### config.mk
export PLATFORM = sky130hd
export DESIGN_NAME = sound_mailbox
export DESIGN_NICKNAME = d
export VERILOG_FILES = /design/src/rtl/sound_mailbox_pkg.sv /design/src/rtl/sound_mailbox_nmi_pulse_gen.sv /design/src/rtl/sound_mailbox.sv
export SDC_FILE = /design/constraint.sdc
export NUM_CORES = 1
export LEC_CHECK = 0
export CORE_MARGIN = 4
export CORE_UTILIZATION = 40
export CTS_CLUSTER_SIZE = 20
export DETAILED_ROUTE_END_ITERATION = 10
export GPL_ROUTABILITY_DRIVEN = 0
export PLACE_DENSITY = 0.78
export SYNTH_ARGS = -nofsm -noshare
export SYNTH_HDL_FRONTEND = slang
export SYNTH_SLANG_ARGS = --single-unit
export TNS_END_PERCENT = 50
### constraint.sdc
create_clock -name phi0 -period 1.5 [get_ports phi0]
set_input_delay 0.3 -clock phi0 [delete_from_list [all_inputs] [get_ports phi0]]
set_output_delay 0.3 -clock phi0 [all_outputs]
set_load 0.005 [all_outputs]
### src/rtl/sound_mailbox_pkg.sv
// Shared definitions for the sound_mailbox block.
//   nmi_state_t   : states of the sound-NMI pulse generator
//   CTRL_*        : bit positions in the main-side control byte
//   MST_* / SST_* : bit positions in main_status / snd_status
package sound_mailbox_pkg;

   typedef enum logic [1:0] {
      IDLE  = 2'd0,
      PULSE = 2'd1,
      GAP   = 2'd2
   } nmi_state_t;

   // Control register bits written through main_din on main_ctrl_wr
   localparam int CTRL_RUN   = 0;
   localparam int CTRL_IRQEN = 1;

   // main_status = {overrun, cmd_full, resp_full}
   localparam int MST_RESP_FULL = 0;
   localparam int MST_CMD_FULL  = 1;
   localparam int MST_OVERRUN   = 2;

   // snd_status = {cmd_full, resp_full}
   localparam int SST_RESP_FULL = 0;
   localparam int SST_CMD_FULL  = 1;

endpackage

### src/rtl/sound_mailbox_nmi_pulse_gen.sv
// NMI pulse generator for the sound 6502.
// A request produces a low pulse of exactly NMI_WIDTH cycles followed by at
// least one high cycle. Requests that arrive while a pulse or its trailing
// gap is in progress are remembered as a single pending pulse.
// Ports:
//   phi0     : clock
//   rst_b    : synchronous active-low reset
//   req      : one-cycle pulse request
//   flush    : abort everything, force SNDNMI_b high, drop pending request
//   SNDNMI_b : registered NMI output, active low
module nmi_pulse_gen #(
   parameter int NMI_WIDTH = 4
) (
   input  logic phi0,
   input  logic rst_b,
   input  logic req,
   input  logic flush,
   output logic SNDNMI_b
);
   import sound_mailbox_pkg::*;

   localparam int CNT_W = $clog2(NMI_WIDTH + 1);
   // The first low cycle is entered on the load edge, so count NMI_WIDTH-1 more
   localparam logic [CNT_W-1:0] PULSE_LOAD = CNT_W'(NMI_WIDTH - 1);

   nmi_state_t       state_q;
   logic [CNT_W-1:0] cnt_q;
   logic             pending_q;
   logic             nmi_b_q;

   always_ff @(posedge phi0) begin
      if (!rst_b || flush) begin
         state_q   <= IDLE;
         cnt_q     <= '0;
         pending_q <= 1'b0;
         nmi_b_q   <= 1'b1;
      end else begin
         case (state_q)
            IDLE: begin
               if (req) begin
                  state_q <= PULSE;
                  cnt_q   <= PULSE_LOAD;
                  nmi_b_q <= 1'b0;
               end
            end
            PULSE: begin
               // A new request never stretches the running pulse
               if (req) begin
                  pending_q <= 1'b1;
               end
               if (cnt_q == '0) begin
                  state_q <= GAP;
                  nmi_b_q <= 1'b1;
               end else begin
                  cnt_q <= cnt_q - CNT_W'(1);
               end
            end
            GAP: begin
               // A request landing on the gap edge merges with any pending one
               if (pending_q || req) begin
                  state_q   <= PULSE;
                  cnt_q     <= PULSE_LOAD;
                  nmi_b_q   <= 1'b0;
                  pending_q <= 1'b0;
               end else begin
                  state_q <= IDLE;
               end
            end
            default: begin
               state_q <= IDLE;
               nmi_b_q <= 1'b1;
            end
         endcase
      end
   end

   assign SNDNMI_b = nmi_b_q;

endmodule

### src/rtl/sound_mailbox.sv
// Command/response mailbox between the main CPU bus and the sound board.
// Main side posts a command byte (raises an NMI to the sound 6502), sound
// side posts a response byte (raises a maskable IRQ to the main CPU), and a
// main-side control register holds the sound board in reset.
// Ports:
//   phi0, rst_b                : clock, synchronous active-low reset
//   main_din, main_cmd_wr      : command write from main CPU
//   main_ctrl_wr               : control write, din[0]=snd_run, din[1]=irq_en
//   main_resp_rd               : main CPU consumes response
//   main_resp, main_status     : response latch, {overrun,cmd_full,resp_full}
//   main_irq                   : response-available IRQ to main CPU
//   snd_din, snd_resp_wr       : response write from sound 6502
//   snd_cmd_rd                 : sound 6502 consumes command
//   snd_cmd, snd_status        : command latch, {cmd_full,resp_full}
//   SNDNMI_b, SNDRST_b         : NMI and reset to the sound board, active low
module sound_mailbox #(
   parameter int NMI_WIDTH = 4,
   parameter int RST_HOLD  = 8
) (
   input  logic       phi0,
   input  logic       rst_b,
   input  logic [7:0] main_din,
   input  logic       main_cmd_wr,
   input  logic       main_ctrl_wr,
   input  logic       main_resp_rd,
   output logic [7:0] main_resp,
   output logic [2:0] main_status,
   output logic       main_irq,
   input  logic [7:0] snd_din,
   input  logic       snd_resp_wr,
   input  logic       snd_cmd_rd,
   output logic [7:0] snd_cmd,
   output logic [1:0] snd_status,
   output logic       SNDNMI_b,
   output logic       SNDRST_b
);
   import sound_mailbox_pkg::*;

   localparam int HOLD_W = $clog2(RST_HOLD + 1);

   logic [7:0]        cmd_q, cmd_d;
   logic [7:0]        resp_q, resp_d;
   logic              cmd_full_q, cmd_full_d;
   logic              resp_full_q, resp_full_d;
   logic              overrun_q, overrun_d;
   logic              snd_run_q, snd_run_d;
   logic              irq_en_q, irq_en_d;
   logic [HOLD_W-1:0] hold_q, hold_d;
   logic              snd_rst_b_q, snd_rst_b_d;
   logic              main_irq_q, main_irq_d;
   logic              active;
   logic              nmi_req;

   always_comb begin
      snd_run_d = snd_run_q;
      irq_en_d  = irq_en_q;
      if (main_ctrl_wr) begin
         snd_run_d = main_din[CTRL_RUN];
         irq_en_d  = main_din[CTRL_IRQEN];
      end

      // The mailbox only runs when the sound board is out of reset both now
      // and after this edge, so stopping takes effect on the same edge.
      active = snd_run_q & snd_run_d;

      cmd_d       = cmd_q;
      resp_d      = resp_q;
      cmd_full_d  = cmd_full_q;
      resp_full_d = resp_full_q;
      overrun_d   = overrun_q;

      if (!active) begin
         cmd_full_d  = 1'b0;
         resp_full_d = 1'b0;
         overrun_d   = 1'b0;
      end else begin
         if (main_cmd_wr) begin
            cmd_d      = main_din;
            cmd_full_d = 1'b1;
            if (cmd_full_q && !snd_cmd_rd) begin
               overrun_d = 1'b1;
            end
         end else if (snd_cmd_rd) begin
            cmd_full_d = 1'b0;
            overrun_d  = 1'b0;
         end

         if (snd_resp_wr) begin
            resp_d      = snd_din;
            resp_full_d = 1'b1;
         end else if (main_resp_rd) begin
            resp_full_d = 1'b0;
         end
      end

      // Reset-release hold: reload while stopped, count down once running
      hold_d = hold_q;
      if (!snd_run_q) begin
         hold_d = HOLD_W'(RST_HOLD);
      end else if (hold_q != '0) begin
         hold_d = hold_q - HOLD_W'(1);
      end
      snd_rst_b_d = snd_run_d & snd_run_q & (hold_q == '0);

      // Registered from next-state values so the IRQ tracks resp_full exactly
      main_irq_d = resp_full_d & irq_en_d;
   end

   always_ff @(posedge phi0) begin
      if (!rst_b) begin
         cmd_q       <= '0;
         resp_q      <= '0;
         cmd_full_q  <= 1'b0;
         resp_full_q <= 1'b0;
         overrun_q   <= 1'b0;
         snd_run_q   <= 1'b0;
         irq_en_q    <= 1'b0;
         hold_q      <= HOLD_W'(RST_HOLD);
         snd_rst_b_q <= 1'b0;
         main_irq_q  <= 1'b0;
      end else begin
         cmd_q       <= cmd_d;
         resp_q      <= resp_d;
         cmd_full_q  <= cmd_full_d;
         resp_full_q <= resp_full_d;
         overrun_q   <= overrun_d;
         snd_run_q   <= snd_run_d;
         irq_en_q    <= irq_en_d;
         hold_q      <= hold_d;
         snd_rst_b_q <= snd_rst_b_d;
         main_irq_q  <= main_irq_d;
      end
   end

   assign nmi_req = active & main_cmd_wr;

   nmi_pulse_gen #(
      .NMI_WIDTH (NMI_WIDTH)
   ) u_nmi (
      .phi0     (phi0),
      .rst_b    (rst_b),
      .req      (nmi_req),
      .flush    (~active),
      .SNDNMI_b (SNDNMI_b)
   );

   assign main_resp                  = resp_q;
   assign snd_cmd                    = cmd_q;
   assign main_status[MST_OVERRUN]   = overrun_q;
   assign main_status[MST_CMD_FULL]  = cmd_full_q;
   assign main_status[MST_RESP_FULL] = resp_full_q;
   assign snd_status[SST_CMD_FULL]   = cmd_full_q;
   assign snd_status[SST_RESP_FULL]  = resp_full_q;
   assign main_irq                   = main_irq_q;
   assign SNDRST_b                   = snd_rst_b_q;

endmodule

Word-level counts from Yosys, hierarchy flattened
Cells that the tools add are included.
{"block": "word_totals", "regBits": 34, "latchBits": 0, "ramBits": 0, "mem_bits_ro": 0, "out_inout_bits": 24, "word_cells": 73, "n_memories": 0}
{"block": "classes", "n_addsub": 2, "n_mul": 0, "n_div": 0, "order_cmp": 0, "n_eq_ne": 8, "n_shift": 0, "n_mux": 23, "n_bitwise": 5, "reduce_logical": 21}
{"operator": "1-bit two-way mux", "count": 14}
{"operator": "2-bit AND reduction", "count": 6}
{"operator": "2-bit by 1-bit != test with 1-bit output, second input constant", "count": 5}
{"operator": "3-bit two-way mux", "count": 3}
{"operator": "3-bit case mux with 3 select lines", "count": 1}
{"operator": "2-bit case mux with 3 select lines", "count": 1}
{"operator": "3-bit AND reduction", "count": 2}
{"operator": "1-bit bitwise AND", "count": 4}
{"operator": "4-bit logical NOT", "count": 1}
{"operator": "2-bit two-way mux", "count": 2}
{"operator": "4-bit AND reduction", "count": 1}
{"operator": "2-bit nonzero test", "count": 2}
{"operator": "4-bit nonzero test", "count": 1}
{"operator": "4-bit by 1-bit subtractor with 4-bit output, second input constant", "count": 1}
{"operator": "3-bit logical NOT", "count": 1}
{"operator": "1-bit case mux with 3 select lines", "count": 1}
{"operator": "3-bit nonzero test", "count": 1}
{"operator": "3-bit by 1-bit subtractor with 3-bit output, second input constant", "count": 1}
{"operator": "2-bit by 1-bit equality test with 1-bit output, second input constant", "count": 1}
{"operator": "2-bit equality test, second input constant", "count": 1}
{"operator": "1-bit logical NOT", "count": 2}
{"operator": "2-bit logical NOT", "count": 1}
{"operator": "1-bit logical OR", "count": 2}
{"operator": "2-bit != test, second input constant", "count": 1}
{"operator": "3 further kinds", "count": 3}

Longest topological paths before layout
{"block": "logic_depth", "ltp_word": 6, "ltp_mapped": 5, "depth_no_buf": 5}

Hierarchy
From an unflattened synthesis, not the netlist that was laid out.
{"block": "hier_totals", "cells_unflattened": 161, "hier_area_um2": 1493.9}
{"mod": "sound_mailbox", "n_inst": 1, "cells_each": 122, "area_each_um2": 1126.1}
{"mod": "nmi_pulse_gen", "n_inst": 1, "cells_each": 39, "area_each_um2": 367.9}

Least setup slack after synthesis
No wires, ideal clock.
{"block": "synth_path", "kind": "register to register", "from": "register u_nmi.cnt_q[0]", "to": "register u_nmi.cnt_q[0]", "setup_time_ns": 0.086, "arrival_time_ns": 1.072, "required_time_ns": 1.414, "setup_slack_ns": 0.342, "stages_incl_launch_ff": 6, "n_path_buf": 0, "period_less_slack_ns": 1.158, "cell_sequence": "dfxtp_1 -> inv_1 -> ha_1 -> a21oi_2 -> xnor2_1 -> a211oi_1"}
{"block": "synth_via", "elab_chain_len": 3, "elab_cells_between_ends": 6, "cone_classes": "1 x add/sub; 1 x eq/ne; 2 x mux; 2 x reduce/logical"}
{"element": "from (decl)", "line_no": "sound_mailbox_nmi_pulse_gen.sv:27", "source": "logic [CNT_W-1:0] cnt_q;"}
{"element": "from (signal assigned)", "line_no": "sound_mailbox_nmi_pulse_gen.sv:55", "source": "cnt_q <= cnt_q - CNT_W'(1);"}
{"element": "3-bit by 1-bit subtractor with 3-bit output / 3-bit logical NOT (equally long branches)", "line_no": "sound_mailbox_nmi_pulse_gen.sv:55, sound_mailbox_nmi_pulse_gen.sv:51"}
{"element": "3-bit two-way mux / 2-bit != test (equally long branches)"}
{"element": "3-bit case mux with 3 select lines / 4-bit AND reduction (equally long branches)"}
Several ways; a longest one is shown, not always the timed one. The select of a mux whose other input is x is not followed.
A chain may end at the register's enable or synchronous reset.

Worst setup path after layout
{"block": "layout_path", "from": "register snd_rst_b_q (netlist: SNDRST_b)", "to": "output SNDRST_b"}
{"element": "from (decl)", "line_no": "sound_mailbox.sv:49", "source": "logic snd_rst_b_q, snd_rst_b_d;"}
{"element": "from (signal assigned)", "line_no": "sound_mailbox.sv:130", "source": "snd_rst_b_q <= snd_rst_b_d;"}
{"element": "to (decl)", "line_no": "sound_mailbox.sv:35", "source": "output logic SNDRST_b"}
No word-level cell between the ends.

==> results.cfg <==
[route]
wirelength_um = 3163
first_pass_iters = 4
avgViaCountPerCell = 4.795
vias = 1261
wl_per_cell_um = 12.03
drc = 0
ant_nets = 0
first_iter_violations = 70

[synthesis]
synth_xor_area_share_pct = 1.248
muxShareOfSynthArea_pct = 2.228
ys_seq_elements = 34
netlist.area_leader.share_pct = 48.48
syn_area_um2 = 1404
syn_nets = 187
synth_cell_types = 36
synth_top_family_by_area = simple AND/OR/NAND/NOR gates
ys_warn_count = 0
synth_compound_area_share_pct = 15.24
ys_seq_area_share_pct = 48.48
syn_inst = 161
synth_fa_ha_area_share_pct = 2.674
yosys.area.top_type = dfxtp_1
yosys.area_share.simple_pct = 22.64
yosys-top-cells-area = dfxtp_1, nand2_1, o21ai_0, a21boi_0, buf_4
syn_avg_cell_area_um2 = 8.720

[floorplan]
start_util_pct = 41.74
die-area_um2 = 4521
boundaryPins = 47
num_rows = 21
core_area_um2 = 3363
dieWidth_um = 67.24
die_y_um = 67.24

[global_routing]
overflow = 0
grt_pass1_vias = 1177
grt_max_degree = 17
grt_usage_pct = 14.89
antenna_found_initial = 0
grt_pass1_wl_um = 5023

[sta]
finClkSkew_ns = 0.007388
tightest_slew_ns = 0.2948
period_share_pct = 96.20
slew_headroom_pct = 80.35
rsz0062_at_grt = false
period_needed_ns = 1.443
slew_viol_final = 0
hold_viol = 0
setup_viol = 0
clock.fmax_mhz = 693.0

[power]
clockPowerShare_pct = 32.6
p_leak_nw = 1.085
p_switching_uw = 401.4
swShare_pct = 24.12
combPwrFrac_pct = 11.2
seqPwrFrac_pct = 56.3
vdd_drop_max_uv = 602.0
p_per_area_nw_per_um2 = 801.7
p_int_mw = 1.263

[outcome]
status = finished clean

[worst_setup_path]
path_depth = 1
end_kind = primary output
critPathRequiredTime_ns = 1.20
timing.rr.start = u_nmi.cnt_q[0]$_SDFFE_PN0P_
ff2ff_path_depth = 5
cp_slowest_cell = clkdlybuf4s50_1
cp_max_fo = 1
crit_arrival_ns = 1.14
critPathMaxStageDelay_ns = 0.49
regToRegEndpoint = u_nmi.cnt_q[0]$_SDFFE_PN0P_
crit_type = reg2out
crit_chain = clkdlybuf4s50_1
cp-start-kind = flip-flop
cp_top_family = buffers and inverters
regToRegSetupSlack_ns = 0.17
worstPathBufferInverterCount = 1

[min_path]
hold_path_class = reg2reg
worstHoldPathCells = 2
hold_end = snd_cmd[0]$_SDFFE_PN0P_
hold_start = snd_cmd[0]$_SDFFE_PN0P_

[layout]
diodes = 0
nFillCells = 301
stdcell_count = 263
finalInstanceArea_um2 = 2076
drive_gt1_share_pct = 21.20
area_growth_pct = 47.86
layout.nets = 242

[placed_design]
dpl.hpwl_um = 2343
dp.cells = 252
placed_cell_area_um2 = 1929
port_buffers = 46

[flow_run]
drv_cap = 0

[clocking]
clk_latency_ns = 0.34
cts_htree_levels = 2
clk_path_buf_depth = 2
clock-root-buffer = clkbuf_4
numCtsBuffers = 5
cts_tree = done
clk_pin_slew_ns = 0.11
clkSinkCount = 34
-- timing repair --
item	4_1_cts	5_1_grt
endpoints found under the hold margin	0	0
buffers inserted	0	3
hold buffers	0	0
resized for setup	14	26
endpoints found under the setup margin	14	18
-- routing by layer --
layer	wire length [um]	vias to the layer above	global-route usage, %
met5	0	-	0
met1	1299	563	15.68
met3	283	6	8.153
li1	-	646	-
met4	48	0	5.570
met2	1531	46	24.91
-- final cells by class --
class / instances / area, um2 / area share, %
timing repair buffer: 60 / 604.3 / 29.11
clock inverter: 2 / 12.51 / 0.6028
sequential: 34 / 701.9 / 33.82
inverter: 8 / 30.03 / 1.447
clock buffer: 6 / 51.30 / 2.471
tap: 46 / 57.56 / 2.773
multi-input combinational: 107 / 618.1 / 29.78
-- worst min-delay path: cells and delay by family (launching register included) --
kind / cells / cell delay (ns)
and+or+nand+nor: 1 / 0.05
DFF: 1 / 0.33
AOI/OAI and AO/OA: 1 / 0.05
-- cell usage after synthesis, drive strengths merged --
master	count
a211o	1
a211oi	2
a21boi	8
a21oi	8
a31o	1
a31oi	1
and3	1
and4	1
buf	11
clkbuf	1
dfxtp	34
ha	3
inv	8
mux2	1
mux2i	2
nand2	30
nand2b	2
nand3	12
nand4	1
nor2	9
nor2b	4
nor3	1
nor3b	1
nor4	1
nor4b	1
o21ai	11
o21bai	1
o2bb2ai	1
or3	1
xnor2	2
-- sequential cells by signal, summed over array words and instances (netlist names), 2 cells and up --
name,count
main_resp,8
u_nmi.state_q,2
u_nmi.cnt_q,3
snd_cmd,8
hold_q,4
-- per-stage QoR --
step | util (%) | setup slack [ns] | setup TNS (ns) | hold WS, ns | power, mW
2_1_floorplan | - | 0.3422 | 0 | 0.4207 | 1.031
3_3_place_gp | 57.37 | -0.1659 | -2.859 | 0.4488 | 1.140
3_5_place_dp | 57.37 | -0.1859 | -3.395 | 0.4502 | 1.145
4_1_cts | 59.41 | 0.0008391 | 0 | 0.4650 | 1.677
5_1_grt | 61.72 | 0.007637 | 0 | 0.4846 | 1.750
6_report | 61.72 | 0.05700 | 0 | 0.4578 | 1.664
-- cells by family after synthesis --
group / Yosys count
compound gates: 34
xor+xnor: 2
fa+ha+maj: 3
buf+inv: 20
flops: 34
mux: 3
simple gates: 65
-- worst max-delay path by stage --
stage | from | endpoint | slack [ns]
after global placement | main_din[0] | u_nmi.pending_q$_SDFFE_PN0P_ | -0.17
after floorplan | u_nmi.cnt_q[0]$_SDFFE_PN0P_ | u_nmi.cnt_q[0]$_SDFFE_PN0P_ | 0.34
after global routing | SNDRST_b$_SDFF_PN0_ | SNDRST_b | 0.008
final | SNDRST_b$_SDFF_PN0_ | SNDRST_b | 0.06
after CTS | u_nmi.SNDNMI_b$_SDFFE_PN1P_ | SNDNMI_b | 0.0008
after detailed placement | main_din[0] | u_nmi.pending_q$_SDFFE_PN0P_ | -0.19
-- layout by cell type, fill, tap and decap left out, types with 3 or more instances in the layout --
cell,instances
nand2_1,30
clkdlybuf4s50_1,23
dlymetal6s2s_1,18
dfxtp_1,17
dfxtp_2,17
buf_4,14
o21ai_0,11
nand3_1,10
nor2_1,9
inv_1,8
a21oi_1,7
a21boi_0,7
clkbuf_4,5
dlygate4sd2_1,5
nor2b_1,4
ha_1,3
-- power groups by stage --
stage	Clock (mW)	Combinational, mW	Sequential, mW
after detailed placement	0	0.188	0.957
final	0.542	0.186	0.937
after global placement	0	0.185	0.956
after global routing	0.606	0.203	0.941
after floorplan	0	0.0760	0.955
after CTS	0.553	0.187	0.937
Power figures use the tool's default switching activity.
